<file path="src/rtl/irq_trap_sequencer.sv">
// Machine-mode interrupt trap sequencer: arbitrates the three machine interrupt
// sources, waits for an instruction boundary, handshakes a pipeline flush and
// issues a one-cycle trap-entry strobe carrying mepc/mcause/handler PC. Further
// traps are held off until mret.
module irq_trap_sequencer #(
  parameter bit VECTORED_EN = 1'b1
) (
  input  logic        clk_in,
  input  logic        rst_in,
  input  logic        meip_in,
  input  logic        mtip_in,
  input  logic        msip_in,
  input  logic        meie_in,
  input  logic        mtie_in,
  input  logic        msie_in,
  input  logic        mstatus_mie_in,
  input  logic        instr_boundary_in,
  input  logic [31:0] pc_in,
  input  logic [31:0] mtvec_in,
  input  logic        flush_ack_in,
  input  logic        mret_in,
  output logic        flush_req_out,
  output logic        trap_taken_out,
  output logic        mepc_wr_out,
  output logic [31:0] mepc_out,
  output logic [31:0] mcause_out,
  output logic [31:0] trap_pc_out,
  output logic        busy_out
);

  typedef enum logic [2:0] {
    ST_IDLE       = 3'd0,
    ST_WAIT_BND   = 3'd1,
    ST_FLUSH      = 3'd2,
    ST_ENTER      = 3'd3,
    ST_IN_HANDLER = 3'd4
  } state_e;

  state_e      state_q, state_d;
  logic        irq_req_s;
  logic        latch_s;
  logic [4:0]  code_s;
  logic        flush_req_q;
  logic        trap_taken_q;
  logic        busy_q;
  logic [31:0] mepc_q;
  logic [31:0] mcause_q;
  logic [31:0] trap_pc_q;

  // Fixed priority: external (11) over software (3) over timer (7).
  function automatic logic [4:0] irq_code(input logic ext_s, input logic sw_s);
    if (ext_s) begin
      return 5'd11;
    end else if (sw_s) begin
      return 5'd3;
    end else begin
      return 5'd7;
    end
  endfunction

  // Handler address: aligned base, plus 4*code when vectored mode is selected.
  function automatic logic [31:0] handler_pc(input logic [31:0] mtvec_s,
                                             input logic [4:0]  code_v);
    logic [31:0] base_s;
    base_s = {mtvec_s[31:2], 2'b00};
    if (VECTORED_EN && (mtvec_s[1:0] == 2'b01)) begin
      return base_s + {25'd0, code_v, 2'b00};
    end else begin
      return base_s;
    end
  endfunction

  // Qualified interrupt request and the winning cause code for this cycle.
  always_comb begin
    irq_req_s = mstatus_mie_in & ((meip_in & meie_in) |
                                  (msip_in & msie_in) |
                                  (mtip_in & mtie_in));
    code_s    = irq_code(meip_in & meie_in, msip_in & msie_in);
  end

  // Next-state logic; latch_s marks the edge that commits cause/mepc/handler PC.
  always_comb begin
    state_d = state_q;
    latch_s = 1'b0;
    case (state_q)
      ST_IDLE: begin
        if (irq_req_s) begin
          state_d = ST_WAIT_BND;
        end else begin
          state_d = ST_IDLE;
        end
      end
      ST_WAIT_BND: begin
        if (!irq_req_s) begin
          state_d = ST_IDLE;
        end else if (instr_boundary_in) begin
          state_d = ST_FLUSH;
          latch_s = 1'b1;
        end else begin
          state_d = ST_WAIT_BND;
        end
      end
      ST_FLUSH: begin
        if (flush_ack_in) begin
          state_d = ST_ENTER;
        end else begin
          state_d = ST_FLUSH;
        end
      end
      ST_ENTER: begin
        state_d = ST_IN_HANDLER;
      end
      ST_IN_HANDLER: begin
        if (mret_in) begin
          state_d = ST_IDLE;
        end else begin
          state_d = ST_IN_HANDLER;
        end
      end
      default: begin
        state_d = ST_IDLE;
      end
    endcase
  end

  // State register and registered state decodes for the handshake outputs.
  always_ff @(posedge clk_in or posedge rst_in) begin
    if (rst_in) begin
      state_q      <= ST_IDLE;
      flush_req_q  <= 1'b0;
      trap_taken_q <= 1'b0;
      busy_q       <= 1'b0;
    end else begin
      state_q      <= state_d;
      flush_req_q  <= (state_d == ST_FLUSH);
      trap_taken_q <= (state_d == ST_ENTER);
      busy_q       <= (state_d != ST_IDLE);
    end
  end

  // Trap record, committed once at the boundary and held until the next commit.
  always_ff @(posedge clk_in or posedge rst_in) begin
    if (rst_in) begin
      mepc_q    <= 32'h0000_0000;
      mcause_q  <= 32'h0000_0000;
      trap_pc_q <= 32'h0000_0000;
    end else if (latch_s) begin
      mepc_q    <= pc_in;
      mcause_q  <= {1'b1, 26'd0, code_s};
      trap_pc_q <= handler_pc(mtvec_in, code_s);
    end
  end

  assign flush_req_out  = flush_req_q;
  assign trap_taken_out = trap_taken_q;
  assign mepc_wr_out    = trap_taken_q;
  assign busy_out       = busy_q;
  assign mepc_out       = mepc_q;
  assign mcause_out     = mcause_q;
  assign trap_pc_out    = trap_pc_q;

endmodule

</file>
<file path="config.mk">
export PLATFORM = sky130hd
export DESIGN_NAME = irq_trap_sequencer
export DESIGN_NICKNAME = d
export VERILOG_FILES = /design/src/rtl/irq_trap_sequencer.sv
export SDC_FILE = /design/constraint.sdc
export NUM_CORES = 1
export LEC_CHECK = 0
export BUFFER_PORTS_ARGS = -buffer_cell sky130_fd_sc_hd__buf_2
export CAP_MARGIN = 20
export CORE_MARGIN = 2
export CORE_UTILIZATION = 42
export CTS_CLUSTER_SIZE = 25
export DETAILED_ROUTE_END_ITERATION = 8
export GPL_ROUTABILITY_DRIVEN = 0
export GPL_TIMING_DRIVEN = 0
export PLACE_DENSITY = 0.88
export SLEW_MARGIN = 40
export SYNTH_ARGS = -nofsm -noshare
export SYNTH_HDL_FRONTEND = slang
export SYNTH_SLANG_ARGS = --single-unit
</file>
<file path="constraint.sdc">
create_clock -name clk_in -period 1.81 [get_ports clk_in]
set_input_delay 0.181 -clock clk_in [delete_from_list [all_inputs] [get_ports clk_in]]
set_output_delay 0.181 -clock clk_in [all_outputs]
set_load 0.01 [all_outputs]
</file>
==> reports/qor.csv, run 1 <==
stage,metric,value,unit
status,status,finished clean,
power_and_ir_drop,ir_drop,0.000537,V
clocking,path_clk_slew,0.08,ns
floorplan,die_x,98.3,um
worst_setup_path,rr_worst_depth,5,
sta,setup_viol,0,
yosys,netlist_area,0.00373,sq mm
global_route,antenna_found_initial,0,
cells_and_area,fin_cells,742,
worst_setup_path,end_kind,flop,
place,dp_hpwl,7.84,mm
cells_and_area,area_delta_synth_final,40.2,%
worst_setup_path,required,2.07,ns
worst_setup_path,ff2ff_setup_slack,0.07,ns
sta,tightest_slew,0.509,ns
sta,slew_violations,0,
worst_setup_path,path_max_fanout,6,
worst_setup_path,arrival,2.04,ns
sta,fin_crit_sh,0.984,
yosys,netlist_instances,432,
worst_setup_path,critPathTopFamily,simple AND/OR/NAND/NOR gates,
route,drt_pass1_iterations,5,
global_route,grt_pass1_vias,3676,
sta,finalSetupTns,0,ns
route,drt-vias-per-instance,4.97,
sta,fin_crit,1.78,ns
power_and_ir_drop,power_density,1260,mW/mm^2
clocking,htree_levels,3,
clocking,clk_path_buf_depth,2,
route,antenna_left,0,
hold_path,hold_depth,3,
cells_and_area,drive_above_1_share,0.388,
cells_and_area,antenna_cells,0,
worst_setup_path,r2r_end,trap_pc_out[23],
global_route,grt_remaining_overflow,0,
clocking,cts.sinks,71,
floorplan,die_h,98.3,um
floorplan,start_util,0.430,
yosys,synthFlopType,dfrtp_1,
floorplan,num_io_pins,176,
worst_setup_path,cpPeakStageDelay,0.50,ns
route,drt-total-wl,10.3,mm
sta,finalHoldViolCount,0,
sta,fin_skew,0.0105,ns
cells_and_area,seq_area,0.00178,sq mm
cells_and_area,fillCellCount,773,
hold_path,holdPathEnd,mepc_out[7],
place,dp.cells,715,
yosys,async_flop_share,1.00,
place,port_buffers,145,
job,maxCapViolations,0,
route,drc,0,
route,wl_per_cell,13.9,um
clocking,root_buffer,clkbuf_8,
yosys,avgSynthCellArea,8.64,sq um
yosys,synth-edff-count,0,
global_route,track_usage,0.214,
hold_path,min_from,pc_in[7],
hold_path,hp-class,primary input to flop,
clocking,cts_tree,yes,
worst_setup_path,cp_slowest_cell,or4_4,
worst_setup_path,crit_cells,7,
cells_and_area,layout.nets,708,
sta,relSlewSlack,0.660,
yosys,synth_cell_types,52,
floorplan,rows,34,
power_and_ir_drop,leakagePower,0.00272,uW
floorplan,core_area,0.00868,sq mm
worst_setup_path,critPathBufInv,2,
route,routed-via-count,3685,
worst_setup_path,crit_chain,buf_4 -> nand4_4 -> or4_4 -> or3_4 -> buf_6 -> or4_1 -> a31oi_1,
global_route,grt_pass1_wl,17.0,mm
yosys,synth_warnings,0,
worst_setup_path,crit_type,primary input to flop,
global_route,grt_max_degree,28,
yosys,ys_ff_latch,71,
clocking,cts_buffers,9,
worst_setup_path,cp-start-kind,primary input,
floorplan,fp.dieArea,0.00966,sq mm
clocking,insertion_delay,0.34,ns
cells_and_area,multi_input_area,0.00184,sq mm
route,drtIter0Drc,122,
yosys,seq_area_frac_synth,0.476,
sta,fmax,561,MHz
worst_setup_path,r2r_start,state_q[1],
## report_power, final
group | switching, uW | total (uW) | leakage [uW] | internal, uW
Sequential | 392 | 2710 | 0.000886 | 2320
Clock | 614 | 1380 | 0.000105 | 766
Combinational | 1380 | 2490 | 0.00172 | 1110
Total | 2390 | 6580 | 0.00272 | 4190
## routing by layer
metal  track usage  vias to the layer above  wire length (um)
li1              -                     1787                 -
met2         0.368                      161              5070
met3        0.0544                       12               884
met5             0                        -                 0
met1         0.267                     1725              4210
met4        0.0664                        0               132
## cell type report
class	count	area share
tap	108	0.0258
sequential	71	0.340
multi-input combinational	331	0.351
inverter	7	0.00574
buffer	49	0.0670
clock inverter	6	0.0165
clock buffer	9	0.0237
timing repair buffer	161	0.170
## cell families after synthesis
group	synth area share
other	0.00100
adder cells (fa/ha/maj)	0.00670
flip-flops	0.476
buffers and inverters	0.0925
AND/OR/NAND/NOR	0.270
XOR/XNOR	0.0375
multiplexers	0.0111
AO/OA/AOI/OAI	0.105
## cells in the mapped netlist (3+ instances only)
cell type	n	area share
a21oi_1	9	0.012
a31oi_1	12	0.020
and2_1	8	0.013
buf_4	32	0.064
clkbuf_1	16	0.016
dfrtp_1	71	0.48
inv_1	7	0.0070
mux2i_1	3	0.0080
nand2_1	137	0.14
nand2b_1	3	0.0050
nand3_1	6	0.0080
nand4_1	5	0.0084
nor2_1	21	0.021
nor2b_1	3	0.0050
nor3_1	4	0.0054
nor4_1	3	0.0050
o21ai_0	22	0.030
o31ai_1	7	0.014
or3_1	3	0.0050
or4_1	7	0.014
xnor2_1	15	0.035
## metrics by stage
| stage | total power, uW | setup slack [ns] | hold slack (ns) | instance area (sq um) | util |
|---|---|---|---|---|---|
| final | 6580 | 0.0289 | 0.0375 | 5230 | 0.603 |
| after global routing | 7050 | -0.0146 | 0.0109 | 5230 | 0.603 |
| after CTS | 6590 | 0.00408 | 0.0171 | 5120 | 0.590 |
| after detailed placement | 5140 | -0.670 | 0.246 | 4790 | 0.552 |
| after global placement | 5010 | -0.714 | 0.373 | 4750 | 0.548 |
| after floorplan | 3980 | -0.236 | 0.286 | 3890 | - |
## worst max path at each step
stage | startpoint | to | slack (ns)
finish | mtvec_in[11] | trap_pc_out[29] | 0.03
global route | state_q[1] | trap_pc_out[18] | -0.01
CTS | state_q[1] | trap_pc_out[14] | 0.004
detailed placement | state_q[1] | trap_pc_out[23] | -0.67
global placement | state_q[1] | trap_pc_out[28] | -0.71
floorplan | mtvec_in[1] | trap_pc_out[28] | -0.24
## tightest hold or removal path, stage by stage
cell and delay [ns]:
buf_2 0.07, nand2_1 0.04, nand2_1 0.05
## cell usage in the layout, fill, tap and decap left out, drive strengths merged, types with 4 or more instances in the layout
cell / instances
conb: 29
nand2: 137
nor2: 21
o21ai: 23
nor3: 4
nand4: 6
xnor2: 15
or3: 4
a21oi: 9
clkbuf: 17
inv: 6
o31ai: 7
or4: 8
dfrtp: 71
buf: 201
a31oi: 12
and2: 9
nand3: 6
## state kept, by name (all words and copies together), names as in the netlist
signal         cells
flush_req_out      1
mepc_out          32
state_q            3
trap_pc_out       30
mcause_out         3
mepc_wr_out        1
busy_out           1
## what timing repair did
item	in CTS	in global routing
gates resized for setup	25	27
pin swaps	5	5
buffers inserted	5	8
gates cloned	0	0
endpoints found under the setup margin	64	60
endpoints found under the hold margin	20	0
hold buffers	1	0
Note: power is estimated with default switching activity, not from simulation.
==> run 2: changes to the inputs <==
--- a/config.mk
+++ b/config.mk
@@ -13,7 +13,7 @@
 export DETAILED_ROUTE_END_ITERATION = 8
 export GPL_ROUTABILITY_DRIVEN = 0
 export GPL_TIMING_DRIVEN = 0
-export PLACE_DENSITY = 0.88
+export PLACE_DENSITY = 0.73
 export SLEW_MARGIN = 40
 export SYNTH_ARGS = -nofsm -noshare
 export SYNTH_HDL_FRONTEND = slang
==> run 2 against run 1 <==
Effect of this change:
- the flow now finishes with violations (negative setup slack)
- non-clock buffer count is 5 higher
- sequential share of layout area fell by 0.50 points
- clock power down 4%
- flip-flop and latch count did not move
- via count fell by 1.4%
- register-to-register slack better by 0.02 ns
- combinational power increased by 2%
- die area unchanged
- utilization increased by 0.91 points
- clock-buffer cell count is the same
- critical path type unchanged
- largest cell class unchanged
- largest power group unchanged
==> reports/qor.csv, run 2 (synthesis results as in run 1) <==
stage,metric,value,unit,change
route,drc,0,,unchanged
power_and_ir_drop,pwr-share-seq,0.412,,about the same
cells_and_area,seq_area,0.00178,sq mm,unchanged
cells_and_area,area_delta_synth_final,42.3,%,
sta,setup_viol,4,,+4
power_and_ir_drop,clkPwrFrac,0.201,,-0.009
floorplan,num_io_pins,176,,unchanged
route,routed-via-count,3635,,-1.4%
worst_setup_path,r2r_end,trap_pc_out[8],,
sta,hold_ws,0.0165,ns,-0.0210 ns
global_route,track_usage,0.215,,+0.000702
place,port_buffers,145,,unchanged
cells_and_area,fillCellCount,796,,+3.0%
route,drtIter0Drc,90,,-26%
power_and_ir_drop,ir_drop,0.000602,V,+12%
sta,fmax,534,MHz,-5.0%
cells_and_area,layout.nets,713,,+0.71%
cells_and_area,multi_input_area,0.00183,sq mm,-0.54%
floorplan,rows,34,,unchanged
global_route,grt_remaining_overflow,0,,unchanged
route,drt-total-wl,10.4,mm,+0.78%
cells_and_area,layout_commonest_cell,buf_2,,
route,drt-vias-per-instance,4.86,,-2.1%
hold_path,min_from,pc_in[8],,
worst_setup_path,r2r_start,state_q[1],,
route,wl_per_cell,13.9,um,about the same
worst_setup_path,crit_type,primary input to flop,,
place,dp_hpwl,7.80,mm,-0.55%
cells_and_area,drive_above_1_share,0.395,,+0.00730
global_route,grt_pass1_wl,16.8,mm,-1.1%
power_and_ir_drop,power_density,1230,mW/mm^2,-2.1%
sta,fin_crit,1.87,ns,+0.0930 ns
clocking,insertion_delay,0.34,ns,about the same
clocking,clk_path_buf_depth,2,,unchanged
cells_and_area,layout_common_cells,"buf_2 (148), nand2_1 (137), dfrtp_1 (70), buf_4 (48), conb_1 (29)",,
power_and_ir_drop,switching_share,0.372,,+0.00914
sta,tightest_slew,0.695,ns,+0.185 ns
sta,grt_setup_unrepaired,yes,,
power_and_ir_drop,power.net_switching,2430,uW,+1.9%
worst_setup_path,ff2ff_setup_slack,0.09,ns,+0.02 ns
global_route,grt_max_degree,23,,-18%
sta,relSlewSlack,0.537,,-0.123
hold_path,holdPathEnd,mepc_out[8],,
floorplan,die_x,98.3,um,unchanged
worst_setup_path,end_kind,flop,,
cells_and_area,antenna_cells,0,,unchanged
clocking,htree_levels,3,,unchanged
floorplan,die_h,98.3,um,unchanged
clocking,root_buffer,clkbuf_8,,
clocking,path_clk_slew,0.09,ns,about the same
sta,fin_crit_sh,1.04,,+0.0514
worst_setup_path,arrival,2.14,ns,+0.10 ns
cells_and_area,final_area,0.00531,sq mm,+1.5%
sta,finalHoldViolCount,0,,unchanged
route,antenna_left,0,,unchanged
sta,slew_violations,0,,unchanged
worst_setup_path,required,2.08,ns,about the same
cells_and_area,largest_register_ffs,32,,unchanged
sta,fin_skew,0.0104,ns,-0.0000419 ns
worst_setup_path,cp-start-kind,primary input,,
hold_path,hold_depth,3,,unchanged
floorplan,core_area,0.00868,sq mm,unchanged
clocking,cts_buffers,9,,unchanged
route,drt_pass1_iterations,5,,unchanged
power_and_ir_drop,leakagePower,0.00276,uW,+1.6%
power_and_ir_drop,comb_power_share,0.386,,+0.008
floorplan,start_util,0.430,,unchanged
power_and_ir_drop,intPower,4110,uW,-2.0%
global_route,grt_pass1_vias,3438,,-6.5%
worst_setup_path,path_max_fanout,6,,unchanged
place,post_dp_cell_area,0.00483,sq mm,+0.73%
clocking,cts.sinks,71,,unchanged
status,violations,negative setup slack,,
sta,setup_ws,-0.0641,ns,-0.0930 ns
floorplan,fp.dieArea,0.00966,sq mm,unchanged
global_route,antenna_found_initial,0,,unchanged
worst_setup_path,rr_worst_depth,6,,+1
clocking,cts_tree,yes,,
job,maxCapViolations,0,,unchanged
status,status,finished with violations,,
hold_path,hp-class,primary input to flop,,
-- run 2: routing by layer --
layer | track usage | wire length (um) | share of wire | up-vias
met5 | 0 | 0 | 0 | -
met4 | 0.0590 | 126 | 0.012 | 0
met3 | 0.0401 | 648 | 0.062 | 10
met2 | 0.358 | 4950 | 0.48 | 131
met1 | 0.291 | 4660 | 0.45 | 1689
li1 | - | - | - | 1805
-- run 2: area by class of cell --
class / count / share of cell area
multi-input combinational: 331 / 0.344
sequential: 71 / 0.335
timing repair buffer: 166 / 0.182
buffer: 49 / 0.0693
tap: 108 / 0.0254
clock buffer: 9 / 0.0233
clock inverter: 7 / 0.0155
inverter: 7 / 0.00565
-- run 2: worst max-delay path by stage --
stage / from / endpoint / cells after the start
final: mtvec_in[1] / trap_pc_out[29] / 7
after global routing: mtvec_in[1] / trap_pc_out[29] / 7
after CTS: mtvec_in[1] / trap_pc_out[28] / 7
after detailed placement: state_q[1] / trap_pc_out[27] / 5
after global placement: state_q[2] / trap_pc_out[28] / 5
after floorplan: mtvec_in[1] / trap_pc_out[28] / 6
-- run 2: power groups by stage --
| stage | clock network (uW) | registers [uW] | logic [uW] |
|---|---|---|---|
| after floorplan | 0 | 3070 | 918 |
| after global placement | 0 | 2710 | 2320 |
| after detailed placement | 0 | 2740 | 2400 |
| after CTS | 1350 | 2700 | 2500 |
| after global routing | 1430 | 2800 | 2810 |
| final | 1320 | 2700 | 2530 |
-- run 2: worst max-delay path, cell delays in order --
cell	delay, ns
buf_8	0.10
nand4b_1	0.19
or4_4	0.55
or3_4	0.36
buf_6	0.14
or4_1	0.46
a31oi_1	0.16
-- run 2: through the flow --
step	std cells	TNS, ns	setup slack (ns)	utilization	power [uW]
finish	748	-0.179	-0.0641	0.612	6540
global route	748	-0.542	-0.113	0.612	7040
CTS	740	-0.119	-0.0749	0.599	6550
detailed placement	716	-31.10	-0.678	0.556	5140
global placement	713	-29.36	-0.666	0.548	5020
floorplan	460	-1.18	-0.236	-	3980
-- run 2: timing repair --
action,4_1_cts,5_1_grt
cloned,0,1
resized for setup,30,20
pin swaps,4,9
hold buffers,1,0
endpoints found under the hold margin,16,0
setup buffers,8,8
setup endpoints to repair,64,49
==> run 3: changes to the inputs <==
--- a/config.mk
+++ b/config.mk
@@ -8,12 +8,14 @@
 export BUFFER_PORTS_ARGS = -buffer_cell sky130_fd_sc_hd__buf_2
 export CAP_MARGIN = 20
 export CORE_MARGIN = 2
-export CORE_UTILIZATION = 42
+export CORE_UTILIZATION = 44
+export CTS_BUF_LIST = sky130_fd_sc_hd__clkbuf_2
 export CTS_CLUSTER_SIZE = 25
 export DETAILED_ROUTE_END_ITERATION = 8
 export GPL_ROUTABILITY_DRIVEN = 0
 export GPL_TIMING_DRIVEN = 0
-export PLACE_DENSITY = 0.73
+export PLACE_DENSITY = 0.76
+export RECOVER_POWER = 100
 export SLEW_MARGIN = 40
 export SYNTH_ARGS = -nofsm -noshare
 export SYNTH_HDL_FRONTEND = slang
==> run 3 against run 2 <==
Effect of this change:
- the run now ends clean
- non-clock buffer count increased by 52
- combinational power decreased by 6%
- routed wire length increased by 8.7%
- first-iteration DRC count increased by 13%
- die area decreased by 4.4%
- sequential power increased by 1%
- critical endpoint is now trap_pc_out[28]
==> reports/qor.csv, run 3 (synthesis results as in run 1) <==
stage,metric,value,unit,change
power_and_ir_drop,switching_share,0.403,,+0.0315
cells_and_area,layout_commonest_cell,nand2_1,,
sta,tightest_slew,0.745,ns,+0.0497 ns
clocking,cts_buffers,9,,unchanged
clocking,cts.sinks,71,,unchanged
worst_setup_path,cp-start-kind,primary input,,
sta,finalSetupTns,0,ns,+0.179 ns
route,drt-total-wl,11.3,mm,+8.7%
floorplan,die_x,96.1,um,-2.2%
power_and_ir_drop,pwr-share-seq,0.456,,+0.044
cells_and_area,layout_common_cells,"nand2_1 (137), clkbuf_1 (76), buf_2 (74), dfrtp_1 (70), dlygate4sd3_1 (61)",,
clocking,htree_levels,3,,unchanged
sta,fmax,563,MHz,+5.6%
route,wl_per_cell,14.2,um,+2.2%
clocking,clk_path_buf_depth,2,,unchanged
job,maxCapViolations,0,,unchanged
worst_setup_path,end_kind,flop,,
floorplan,core_area,0.00822,sq mm,-5.3%
cells_and_area,fillCellCount,706,,-11%
global_route,antenna_found_initial,0,,unchanged
cells_and_area,largest_register_ffs,32,,unchanged
place,port_buffers,145,,unchanged
route,drtIter0Drc,102,,+13%
place,dp_hpwl,7.73,mm,-0.81%
worst_setup_path,r2r_end,mepc_out[16],,
cells_and_area,layout.nets,765,,+7.3%
power_and_ir_drop,clkPwrFrac,0.147,,-0.054
power_and_ir_drop,power.net_switching,2420,uW,-0.31%
worst_setup_path,path_max_fanout,10,,+4
floorplan,num_io_pins,176,,unchanged
place,post_dp_cell_area,0.00483,sq mm,about the same
route,routed-via-count,3915,,+7.7%
sta,fin_crit,1.77,ns,-0.0993 ns
power_and_ir_drop,power_density,1080,mW/mm^2,-12%
global_route,grt_remaining_overflow,0,,unchanged
hold_path,hp-class,primary input to flop,,
cells_and_area,drive_above_1_share,0.237,,-0.158
clocking,path_clk_slew,0.21,ns,+0.12 ns
cells_and_area,antenna_cells,0,,unchanged
global_route,grt_max_degree,26,,+13%
sta,fin_crit_sh,0.981,,-0.0549
sta,relSlewSlack,0.504,,-0.0332
route,drt-vias-per-instance,4.92,,+1.2%
hold_path,hold_depth,3,,unchanged
cells_and_area,final_area,0.00554,sq mm,+4.3%
floorplan,fp.dieArea,0.00924,sq mm,-4.4%
floorplan,rows,33,,-2.9%
cells_and_area,final_core_util,0.674,,+0.0624
worst_setup_path,crit_type,primary input to flop,,
worst_setup_path,arrival,2.22,ns,+0.08 ns
global_route,grt_pass1_vias,3808,,+11%
worst_setup_path,required,2.25,ns,+0.17 ns
clocking,cts_tree,yes,,
floorplan,start_util,0.454,,+0.0242
cells_and_area,area_delta_synth_final,48.5,%,
sta,hold_ws,0.0801,ns,+0.0636 ns
power_and_ir_drop,intPower,3590,uW,-13%
clocking,root_buffer,clkbuf_2,,
sta,fin_skew,0.0131,ns,+0.00262 ns
hold_path,min_from,mtvec_in[16],,
sta,finalHoldViolCount,0,,unchanged
worst_setup_path,r2r_start,state_q[2],,
power_and_ir_drop,leakagePower,0.00267,uW,-3.3%
power_and_ir_drop,p_total,6010,uW,-8.1%
route,antenna_left,0,,unchanged
route,drc,0,,unchanged
worst_setup_path,rr_worst_depth,6,,unchanged
sta,setup_viol,0,,-4
power_and_ir_drop,comb_power_share,0.397,,+0.011
sta,slew_violations,0,,unchanged
power_and_ir_drop,ir_drop,0.000464,V,-23%
hold_path,holdPathEnd,trap_pc_out[16],,
floorplan,die_h,96.1,um,-2.2%
worst_setup_path,ff2ff_setup_slack,0.09,ns,about the same
clocking,insertion_delay,0.50,ns,+0.16 ns
global_route,track_usage,0.244,,+0.0285
route,drt_pass1_iterations,4,,-1
worst_setup_path,cp-startpoint,mtvec_in[17],,
global_route,grt_pass1_wl,17.5,mm,+4.3%
status,status,finished clean,,
==> run 3: cell types whose count changed in the layout (fill, tap and decap cells not counted), moves of 3 or more <==
cell | previous run | this run
clkbuf_2 | 4 | 20
buf_4 | 48 | 38
buf_2 | 148 | 74
dlygate4sd3_1 | 1 | 61
clkinvlp_4 | 3 | 0
clkbuf_8 | 11 | 0
clkbuf_1 | 1 | 76
==> run 3: worst max-delay path by stage <==
stage | to | slack (ns)
after floorplan | trap_pc_out[28] | -0.24
after global placement | trap_pc_out[28] | -0.67
after detailed placement | mepc_out[27] | -0.69
after CTS | mcause_out[2] | 0.002
after global routing | trap_pc_out[24] | -0.01
final | trap_pc_out[28] | 0.04
==> run 3: what timing repair did <==
item | in CTS | in global routing
resized for setup | 20 | 17
pin swaps | 0 | 2
setup endpoints to repair | 63 | 58
hold buffers | 61 | 0
setup buffers | 2 | 5
endpoints found under the hold margin | 117 | 0
==> run 3: power groups by stage <==
stage / combinational, uW / clock, uW / sequential (uW)
floorplan: 918 / 0 / 3070
global placement: 2310 / 0 / 2710
detailed placement: 2390 / 0 / 2740
CTS: 2570 / 922 / 2690
global route: 2680 / 971 / 2820
finish: 2380 / 884 / 2740
==> run 3: critical path, cell delays in order <==
cell and delay (ns):
dlygate4sd3_1 0.53, clkbuf_2 0.17, nand4_1 0.14, or3_4 0.41, buf_6 0.15, or4_1 0.46
a31oi_1 0.18
==> run 3: per-layer routing <==
layer / global-route usage / part of all wire / vias up
li1: - / - / 1917
met1: 0.287 / 0.41 / 1842
met2: 0.439 / 0.50 / 146
met3: 0.0478 / 0.079 / 10
met4: 0.0869 / 0.0089 / 0
met5: 0 / 0 / -
==> run 3: layout make-up <==
type	instances	area (sq um)	share of cell area
Buffer	51	354	0.0639
Clock buffer	9	45.0	0.00813
Clock inverter	6	61.3	0.0111
Inverter	7	27.5	0.00497
Multi-Input combinational cell	331	1810	0.326
Sequential cell	71	1780	0.321
Tap cell	105	131	0.0237
Timing Repair Buffer	216	1340	0.241
==> run 3: through the flow <==
stage,instances,setup WS (ns)
finish,796,0.0352
global route,796,-0.0111
CTS,791,0.00230
detailed placement,713,-0.694
global placement,710,-0.668
floorplan,460,-0.236
